## src/rtl/uart_transmitter_fifo_pkg.sv

```systemverilog
// Shared encodings for the FIFO-buffered UART transmitter: parity modes,
// FSM states and a parameter sanity helper.
package uart_transmitter_fifo_pkg;

  localparam int ParityNone = 0;
  localparam int ParityEven = 1;
  localparam int ParityOdd  = 2;

  typedef enum logic [2:0] {
    ST_IDLE,
    ST_START,
    ST_DATA,
    ST_PARITY,
    ST_STOP
  } tx_state_e;

  function automatic bit is_pow2(input int v);
    return (v > 0) && ((v & (v - 1)) == 0);
  endfunction

endpackage

```

## src/rtl/uart_transmitter_fifo_fifo.sv

```systemverilog
// Synchronous first-word-fall-through FIFO; pointers carry one extra wrap
// bit so full and empty are told apart without a separate counter.
module uart_fifo #(
  parameter int Width = 8,
  parameter int Depth = 4
) (
  input  logic                   clk,
  input  logic                   rst_n,
  input  logic                   push_i,
  input  logic [Width-1:0]       wdata_i,
  input  logic                   pop_i,
  output logic [Width-1:0]       rdata_o,
  output logic                   full_o,
  output logic                   empty_o,
  output logic [$clog2(Depth):0] count_o
);

  localparam int PtrW = $clog2(Depth);

  logic [Width-1:0] mem_q [Depth];
  logic [PtrW:0]    wr_ptr_q, wr_ptr_d;
  logic [PtrW:0]    rd_ptr_q, rd_ptr_d;
  logic             do_push, do_pop;

  assign empty_o  = (wr_ptr_q == rd_ptr_q);
  assign full_o   = (wr_ptr_q[PtrW] != rd_ptr_q[PtrW]) &&
                    (wr_ptr_q[PtrW-1:0] == rd_ptr_q[PtrW-1:0]);
  assign count_o  = wr_ptr_q - rd_ptr_q;

  // Push is gated by full alone, so a simultaneous pop never frees a slot early.
  assign do_push  = push_i && !full_o;
  assign do_pop   = pop_i && !empty_o;
  assign wr_ptr_d = wr_ptr_q + {{PtrW{1'b0}}, do_push};
  assign rd_ptr_d = rd_ptr_q + {{PtrW{1'b0}}, do_pop};

  always_ff @(posedge clk or negedge rst_n) begin
    if (!rst_n) begin
      wr_ptr_q <= '0;
      rd_ptr_q <= '0;
    end else begin
      wr_ptr_q <= wr_ptr_d;
      rd_ptr_q <= rd_ptr_d;
    end
  end

  always_ff @(posedge clk) begin
    if (do_push) begin
      mem_q[wr_ptr_q[PtrW-1:0]] <= wdata_i;
    end
  end

  assign rdata_o = mem_q[rd_ptr_q[PtrW-1:0]];

endmodule

```

## src/rtl/uart_transmitter_fifo.sv

```systemverilog
// UART transmitter with configurable frame format fed from a small FIFO;
// frames leave back-to-back while words are queued.
module uart_transmitter_fifo
  import uart_transmitter_fifo_pkg::*;
#(
  parameter int ClocksPerBaud = 2,
  parameter int DataBits      = 8,
  parameter int ParityMode    = 0,
  parameter int StopBits      = 1,
  parameter int FifoDepth     = 4
) (
  input  logic                           clk,
  input  logic                           rst_n,
  input  logic [DataBits-1:0]            tx_data,
  input  logic                           tx_valid,
  output logic                           tx_ready,
  output logic                           tx_done_out,
  output logic                           tx_busy_out,
  output logic [$clog2(FifoDepth+1)-1:0] fifo_count_out,
  output logic                           tx_out
);

  localparam int BaudW = $clog2(ClocksPerBaud);
  localparam int BitW  = $clog2(DataBits);
  localparam logic [BaudW-1:0] BaudLast  = BaudW'(ClocksPerBaud - 1);
  localparam logic [BitW-1:0]  DataLast  = BitW'(DataBits - 1);
  localparam logic [BitW-1:0]  StopLast  = BitW'(StopBits - 1);
  localparam bit               HasParity = (ParityMode != ParityNone);

  if (!(ClocksPerBaud >= 2 && DataBits >= 5 && DataBits <= 9 &&
        ParityMode >= 0 && ParityMode <= 2 && (StopBits == 1 || StopBits == 2) &&
        FifoDepth >= 2 && is_pow2(FifoDepth))) begin : g_param_error
    $fatal(1, "ERROR: uart_transmitter_fifo: invalid parameter set");
  end

  tx_state_e          state_q, state_d;
  logic [BaudW-1:0]   baud_q, baud_d;
  logic [BitW-1:0]    bit_q, bit_d;
  logic [DataBits-1:0] shift_q, shift_d;
  logic               parity_q, parity_d;
  logic               tx_q, tx_d;

  logic               fifo_full, fifo_empty, launch;
  logic [DataBits-1:0] fifo_rdata;
  logic               raw_parity, data_parity, baud_last;

  uart_fifo #(
    .Width (DataBits),
    .Depth (FifoDepth)
  ) u_fifo (
    .clk     (clk),
    .rst_n   (rst_n),
    .push_i  (tx_valid),
    .wdata_i (tx_data),
    .pop_i   (launch),
    .rdata_o (fifo_rdata),
    .full_o  (fifo_full),
    .empty_o (fifo_empty),
    .count_o (fifo_count_out)
  );

  assign raw_parity  = ^fifo_rdata;
  assign data_parity = (ParityMode == ParityOdd) ? ~raw_parity : raw_parity;
  assign baud_last   = (baud_q == BaudLast);

  always_comb begin
    state_d  = state_q;
    bit_d    = bit_q;
    shift_d  = shift_q;
    parity_d = parity_q;
    tx_d     = tx_q;
    launch   = 1'b0;
    // tx_d always reflects the bit of the state being entered, keeping the line registered.
    case (state_q)
      ST_IDLE: begin
        tx_d   = 1'b1;
        launch = !fifo_empty;
      end
      ST_START: begin
        if (baud_last) begin
          state_d = ST_DATA;
          bit_d   = '0;
          tx_d    = shift_q[0];
        end
      end
      ST_DATA: begin
        if (baud_last) begin
          if (bit_q == DataLast) begin
            bit_d = '0;
            if (HasParity) begin
              state_d = ST_PARITY;
              tx_d    = parity_q;
            end else begin
              state_d = ST_STOP;
              tx_d    = 1'b1;
            end
          end else begin
            bit_d   = bit_q + BitW'(1);
            shift_d = shift_q >> 1;
            tx_d    = shift_q[1];
          end
        end
      end
      ST_PARITY: begin
        if (baud_last) begin
          state_d = ST_STOP;
          bit_d   = '0;
          tx_d    = 1'b1;
        end
      end
      ST_STOP: begin
        if (baud_last) begin
          if (bit_q == StopLast) begin
            launch = !fifo_empty;
            if (fifo_empty) begin
              state_d = ST_IDLE;
              tx_d    = 1'b1;
            end
          end else begin
            bit_d = bit_q + BitW'(1);
          end
        end
      end
      default: begin
        state_d = ST_IDLE;
        tx_d    = 1'b1;
      end
    endcase

    if (state_q == ST_IDLE || baud_last) begin
      baud_d = '0;
    end else begin
      baud_d = baud_q + BaudW'(1);
    end

    if (launch) begin
      state_d  = ST_START;
      shift_d  = fifo_rdata;
      parity_d = data_parity;
      tx_d     = 1'b0;
    end
  end

  always_ff @(posedge clk or negedge rst_n) begin
    if (!rst_n) begin
      state_q  <= ST_IDLE;
      baud_q   <= '0;
      bit_q    <= '0;
      shift_q  <= '0;
      parity_q <= 1'b0;
      tx_q     <= 1'b1;
    end else begin
      state_q  <= state_d;
      baud_q   <= baud_d;
      bit_q    <= bit_d;
      shift_q  <= shift_d;
      parity_q <= parity_d;
      tx_q     <= tx_d;
    end
  end

  assign tx_out      = tx_q;
  assign tx_ready    = !fifo_full;
  assign tx_busy_out = (state_q != ST_IDLE);
  assign tx_done_out = (state_q == ST_STOP) && baud_last && (bit_q == StopLast);

endmodule

```

## config.mk

```make
export PLATFORM = sky130hd
export DESIGN_NAME = uart_transmitter_fifo
export DESIGN_NICKNAME = d
export VERILOG_FILES = /design/src/rtl/uart_transmitter_fifo_pkg.sv /design/src/rtl/uart_transmitter_fifo_fifo.sv /design/src/rtl/uart_transmitter_fifo.sv
export SDC_FILE = /design/constraint.sdc
export NUM_CORES = 1
export LEC_CHECK = 0
export BUFFER_PORTS_ARGS = -buffer_cell sky130_fd_sc_hd__buf_2
export CAP_MARGIN = 20
export CORE_MARGIN = 10
export CORE_UTILIZATION = 53
export CTS_BUF_LIST = sky130_fd_sc_hd__clkbuf_4 sky130_fd_sc_hd__clkbuf_8 sky130_fd_sc_hd__clkbuf_16
export DETAILED_ROUTE_END_ITERATION = 12
export GPL_TIMING_DRIVEN = 1
export PLACE_DENSITY = 0.8
export SLEW_MARGIN = 0
export SYNTH_ARGS = -nofsm -noshare
export SYNTH_HDL_FRONTEND = slang
export SYNTH_HIERARCHICAL = 1
export SYNTH_SLANG_ARGS = --single-unit
```

## constraint.sdc

```tcl
create_clock -name clk -period 2.25 [get_ports clk]
set_input_delay 0.45 -clock clk [delete_from_list [all_inputs] [get_ports clk]]
set_output_delay 0.45 -clock clk [all_outputs]
set_load 0.02 [all_outputs]
```

### Yosys cells after proc, flatten, opt, wreduce, memory -nomap -nowiden

Memory sizes are Yosys's and may differ from the RTL's.
Cells that the tools add are included.

* bits of input ports: 11
* RAM bits: 32
* memories: 1
* output and inout bits: 7
* register bits: 22

* add/subtract/negate cells: 5
* equality and inequality tests: 21
* reductions and logical operators: 19
* mux-type cells: 34

Memories
* u_fifo.mem_q: depth 4, width 8, read ports 1, clocked after memory_dff 0, write ports 1, RTL line uart_transmitter_fifo_fifo.sv:20 `logic [Width-1:0] mem_q [Depth];`

Operators by type and width (number)
* two-way mux 3 bit: 13
* two-way mux 8 bit: 4
* != test 3 x 2 -> 1 bit, second input constant: 6
* one-hot mux 3 bit (5 select lines): 1
* two-way mux 1 bit: 13
* one-hot mux 3 bit (3 select lines): 1
* AND reduction 8 bit: 1
* adder 3 x 1 -> 3 bit: 2
* equality test 3 x 2 -> 1 bit, second input constant: 2
* equality test 3 bit, second input constant: 2
* zero test 3 bit: 2
* != test 2 x 1 -> 1 bit, second input constant: 3
* != test 2 bit, second input constant: 3
* AND reduction 6 bit: 1
* nonzero test 3 bit: 2
* logical AND 1 bit: 5
* AND reduction 5 bit: 1
* one-hot mux 1 bit (4 select lines): 1
* nonzero test 2 bit: 2
* adder 3 x 1 -> 3 bit, second input constant: 1
* equality test 3 x 1 -> 1 bit, second input constant: 1
* equality test 3 bit: 1
* != test 3 x 1 -> 1 bit, second input constant: 1
* AND reduction 3 bit: 1
* 8 further kinds: 9

### Logic depth before layout (Yosys ltp)

* word-level depth: 7
* mapped depth: 11

### Hierarchy

Netlist, hierarchy kept.

By module, submodules not included
* uart_fifo: area each 1561.5 µm², seq. area each 1111.1 µm², cells an instance 76, instances 1
* uart_transmitter_fifo: area each 873.3 µm², seq. area each 401.6 µm², cells an instance 91, instances 1

### Worst setup path after synthesis

Ideal clock, no wire load.

* path kind: register to register
* start: register u_fifo.rd_ptr_q[1]
* end: register u_fifo.rd_ptr_q[2]
* cell stages (with the launch flop): 12
* arrival time: 2300 ps
* setup time: 79 ps
* path slack: -129 ps
* clock period less this slack: 2379 ps
* cells stage by stage: dfrtp_1 -> clkbuf_1 -> inv_1 -> ha_1 -> nand2_1 -> nor2_1 -> a2111oi_2 -> buf_2 -> o21a_1 -> ha_1 -> ha_1 -> xor2_1

* cells in the longest elaborated chain, start to end: 7

Ends and longest elaborated chain
* start: declaration: RTL line uart_transmitter_fifo_fifo.sv:22 `logic [PtrW:0] rd_ptr_q, rd_ptr_d;`
* start signal: assignment: RTL line uart_transmitter_fifo_fifo.sv:42 `rd_ptr_q <= rd_ptr_d;`
* equality test 3 bit *: RTL line uart_transmitter_fifo_fifo.sv:25 `assign empty_o = (wr_ptr_q == rd_ptr_q);`
* via fifo_empty: RTL line uart_transmitter_fifo.sv:43 `logic fifo_full, fifo_empty, launch;`
* zero test 1 bit *: RTL line uart_transmitter_fifo.sv:77, uart_transmitter_fifo.sv:114
* two-way mux 1 bit: RTL line uart_transmitter_fifo.sv:113 `if (bit_q == StopLast) begin`
* two-way mux 1 bit: RTL line uart_transmitter_fifo.sv:112 `if (baud_last) begin`
* one-hot mux 1 bit (2 select lines) *: RTL line uart_transmitter_fifo.sv:74 `case (state_q)`
* via launch: RTL line uart_transmitter_fifo.sv:43
* logical AND 1 bit *: RTL line uart_transmitter_fifo_fifo.sv:32 `assign do_pop = pop_i && !empty_o;`
* adder 3 x 1 -> 3 bit *: RTL line uart_transmitter_fifo_fifo.sv:34 `assign rd_ptr_d = rd_ptr_q + {{PtrW{1'b0}}, do_pop};`
* via u_fifo.rd_ptr_d[2]: RTL line uart_transmitter_fifo_fifo.sv:22

The timed path passes the listed nets; every way through them passes the cells marked *.
A chain may end at the register's enable or synchronous reset.

### Worst setup path in the final report

* start: register u_fifo.wr_ptr_q[0]
* end: output fifo_count_out[1]

* cells in the longest elaborated chain, start to end: 1

Ends and longest elaborated chain
* start: declaration: RTL line uart_transmitter_fifo_fifo.sv:21 `logic [PtrW:0] wr_ptr_q, wr_ptr_d;`
* start signal: assignment: RTL line uart_transmitter_fifo_fifo.sv:41 `wr_ptr_q <= wr_ptr_d;`
* subtractor 3 bit: RTL line uart_transmitter_fifo_fifo.sv:28 `assign count_o = wr_ptr_q - rd_ptr_q;`
* end: declaration: RTL line uart_transmitter_fifo.sv:19 `output logic [$clog2(FifoDepth+1)-1:0] fifo_count_out,`

No other way between the ends.

==> flow_metrics.py <==
metrics = {
    "status": {
        "status": "completed",
    },
    "drt": {
        "first_pass_iters": 4,
        "vias": 1406,
        "wl_per_cell_microns": 16.78,
        "detail-route-antenna-nets": 0,
        "wirelength_mm": 4.144,
        "viasPerCell": 5.692,
        "drt-initial-drc-count": 72,
        "drc": 0,
    },
    "yosys": {
        "syn_nets": 188,
        "mappedNetlistArea_sq_um": 2435,
        "synth_seq_cells": 54,
        "yosysUniqueCellTypes": 43,
        "ys_seq_area_share_pct": 62.13,
        "yosys_warnings": 6,
        "syn_inst": 167,
        "synth_area_per_cell_sq_um": 14.58,
    },
    "final_layout": {
        "final_cell_mix": "edfxtp_1, dfrtp_1, buf_2, inv_1, nand2_1",
        "design_area_sq_um": 2719,
        "synthToLayoutAreaGrowth_pct": 11.67,
        "drive_above_1_share_pct": 23.08,
        "instances_no_fill": 247,
        "diodes": 0,
        "layout_commonest_cell": "edfxtp_1",
        "fin_nets": 215,
    },
    "sta": {
        "clock-skew-final_ns": 0.009359,
        "finalCritPeriodShare_pct": 93.16,
        "setup_viol": 0,
        "hold_viol": 0,
        "setup_ws_ns": 0.1539,
        "finalCriticalPeriod_ns": 2.096,
        "rsz0062_at_grt": "no",
        "maxSlewHeadroom_pct": 67.48,
        "fmaxAchievable_mhz": 477.1,
        "drv_slew": 0,
        "final.setup.tns_ns": 0,
        "worst_pin_slew_ns": 0.4878,
    },
    "global_routing": {
        "grt_start_max_net_pins": 23,
        "gr-usage-all-layers_pct": 11.78,
        "grt_pass1_vias": 1463,
        "antenna_found_initial": 0,
        "overflow": 0,
        "grt_pass1_wl_mm": 7.189,
    },
    "critical_path": {
        "end_kind": "primary output",
        "start_kind": "register",
        "path_max_fanout": 4,
        "cp_data_required_time_ns": 1.80,
        "cp_data_arrival_time_ns": 1.65,
        "path_class": "register to primary output",
    },
    "pwr": {
        "p_per_area_nw_per_um2": 1478,
        "p_leak_uw": 0.001138,
        "max-vdd-ir-drop_uv": 624.5,
    },
    "clock_network": {
        "cts_tree": "yes",
        "cts-root-buf": "clkbuf_8",
        "holdBufCountCts": 0,
        "cts-buffers-inserted": 5,
        "cts_num_sinks": 54,
        "cts.clk_slew.worst_paths_ns": 0.10,
        "clkLatencyLatePin_ns": 0.31,
        "htreeDepth": 2,
        "cts.path.max_buffers": 2,
    },
    "job": {
        "cap_violations": 0,
    },
    "die": {
        "pin_count": 18,
        "die_y_microns": 87.78,
        "die_w_microns": 87.78,
        "initial_utilization_pct": 55.16,
        "die_area_sq_um": 7705,
        "coreArea_sq_um": 4414,
        "rows": 24,
    },
    "placed_design": {
        "globalplace.congestion": 0.8924,
        "dp_cells": 238,
        "placed_area_sq_um": 2609,
        "dp_hpwl_mm": 3.042,
        "port_buffers": 17,
        "pre_cts_ws_ns": 0.1604,
    },
    "worst_hold_path": {
        "hold_class": "input pin to asynchronous set/reset pin",
    },
}
==> flip-flops by register name, indices dropped and copies added, names as in the netlist <==
name             flops
tx_out               1
bit_q                3
shift_q              8
state_q              3
baud_last            1
u_fifo/wr_ptr_q      3
u_fifo/rd_ptr_q      3
u_fifo/mem_q        32
==> cell families after synthesis <==
kind of cell	after synthesis	share of synthesized area [%]
buf+inv	21	3.957
xor+xnor	4	1.748
simple gates	32	6.270
mux	17	12.23
flops	54	62.13
compound gates	29	8.222
fa+ha+maj	10	5.447
==> where the power goes <==
part	switching [uW]	leakage [uW]	internal [uW]	total, uW
clock network	323	0.0000502	231	554
registers	222	0.000562	1410	1630
logic	1040	0.000526	796	1840
==> cell usage after synthesis <==
library cell | number | area [sq um]
o21ai_2 | 1 | 8.760
ha_1 | 9 | 112.6
buf_6 | 1 | 11.26
nand3b_1 | 1 | 7.510
o21bai_1 | 1 | 7.510
buf_4 | 2 | 15.01
or3_1 | 1 | 6.260
nor3_1 | 2 | 10.01
a21oi_2 | 1 | 8.760
fa_1 | 1 | 20.02
or3b_1 | 1 | 8.760
o41ai_1 | 1 | 8.760
mux2_4 | 1 | 15.01
a211o_1 | 1 | 8.760
inv_1 | 14 | 52.55
xor2_1 | 2 | 17.52
mux4_2 | 2 | 45.04
o21a_1 | 1 | 7.510
xnor2_1 | 1 | 8.760
dfrtp_1 | 21 | 525.5
o221ai_1 | 1 | 8.760
xor2_2 | 1 | 16.27
buf_2 | 2 | 10.01
nor2_2 | 1 | 6.260
o21ai_0 | 3 | 15.01
o21ai_1 | 7 | 35.03
a31oi_1 | 2 | 12.51
mux2i_1 | 8 | 80.08
nand3_1 | 2 | 10.01
a31o_1 | 1 | 8.760
nor2_1 | 5 | 18.77
edfxtp_1 | 32 | 960.9
a21oi_1 | 4 | 20.02
mux4_1 | 6 | 157.7
clkbuf_1 | 2 | 7.510
nand2b_1 | 2 | 12.51
nand2_1 | 14 | 52.55
a311oi_1 | 4 | 35.03
a2111oi_2 | 1 | 15.01
nor3b_1 | 1 | 7.510
nand4_1 | 1 | 6.260
dfstp_2 | 1 | 26.28
nor2b_1 | 1 | 6.260
==> metrics by stage <==
| step | total power (uW) | utilization, % | hold slack (ns) |
|---|---|---|---|
| floorplan | 2973 | - | 0.1544 |
| global placement | 3339 | 59.10 | 0.4390 |
| detailed placement | 3463 | 59.10 | 0.4427 |
| CTS | 4020 | 61.31 | 0.09478 |
| global route | 4354 | 61.59 | 0.1063 |
| finish | 4018 | 61.59 | 0.08524 |
==> worst paths after layout <==
path | from | end | slack [ns] | depth (start not counted)
worst max-delay path | u_fifo/wr_ptr_q[0] | fifo_count_out[1] | 0.15 | 5
worst min-delay path | rst_n | bit_q[1] | 0.09 | 1
worst max register to register | u_fifo/wr_ptr_q[0] | u_fifo/rd_ptr_q[2] | 0.16 | 9
worst min register to register | u_fifo/rd_ptr_q[2] | u_fifo/rd_ptr_q[2] | 0.53 | 1
max in group asynchronous | rst_n | tx_out | 1.81 | 1
min in group clk | tx_data[7] | u_fifo/mem_q[0][7] | 0.35 | 1
==> critical path, stage by stage, from the launching register on <==
cell and delay [ns]:
dfrtp_1 0.41, inv_1 0.07, ha_1 0.14, inv_1 0.05, fa_2 0.52, buf_2 0.16
==> routing by layer <==
layer,global-route usage [%],wire [microns]
met4,5.507,69
met3,2.878,227
met1,14.34,1713
met5,0,0
met2,19.25,2134
==> cell type report <==
cell class	instances	area, sq um
Clock buffer	5	68.82
Sequential cell	54	1513
Clock inverter	3	28.78
Tap cell	52	65.06
Inverter	14	52.55
Multi-Input combinational cell	92	828.3
Timing Repair Buffer	27	162.7
Fill cell	335	1695
==> timing repair <==
action                     in CTS  in global routing
resized for setup               0                  2
setup endpoints to repair       0                  1
buffers inserted                0                  1
Power figures use the tool's default switching activity.
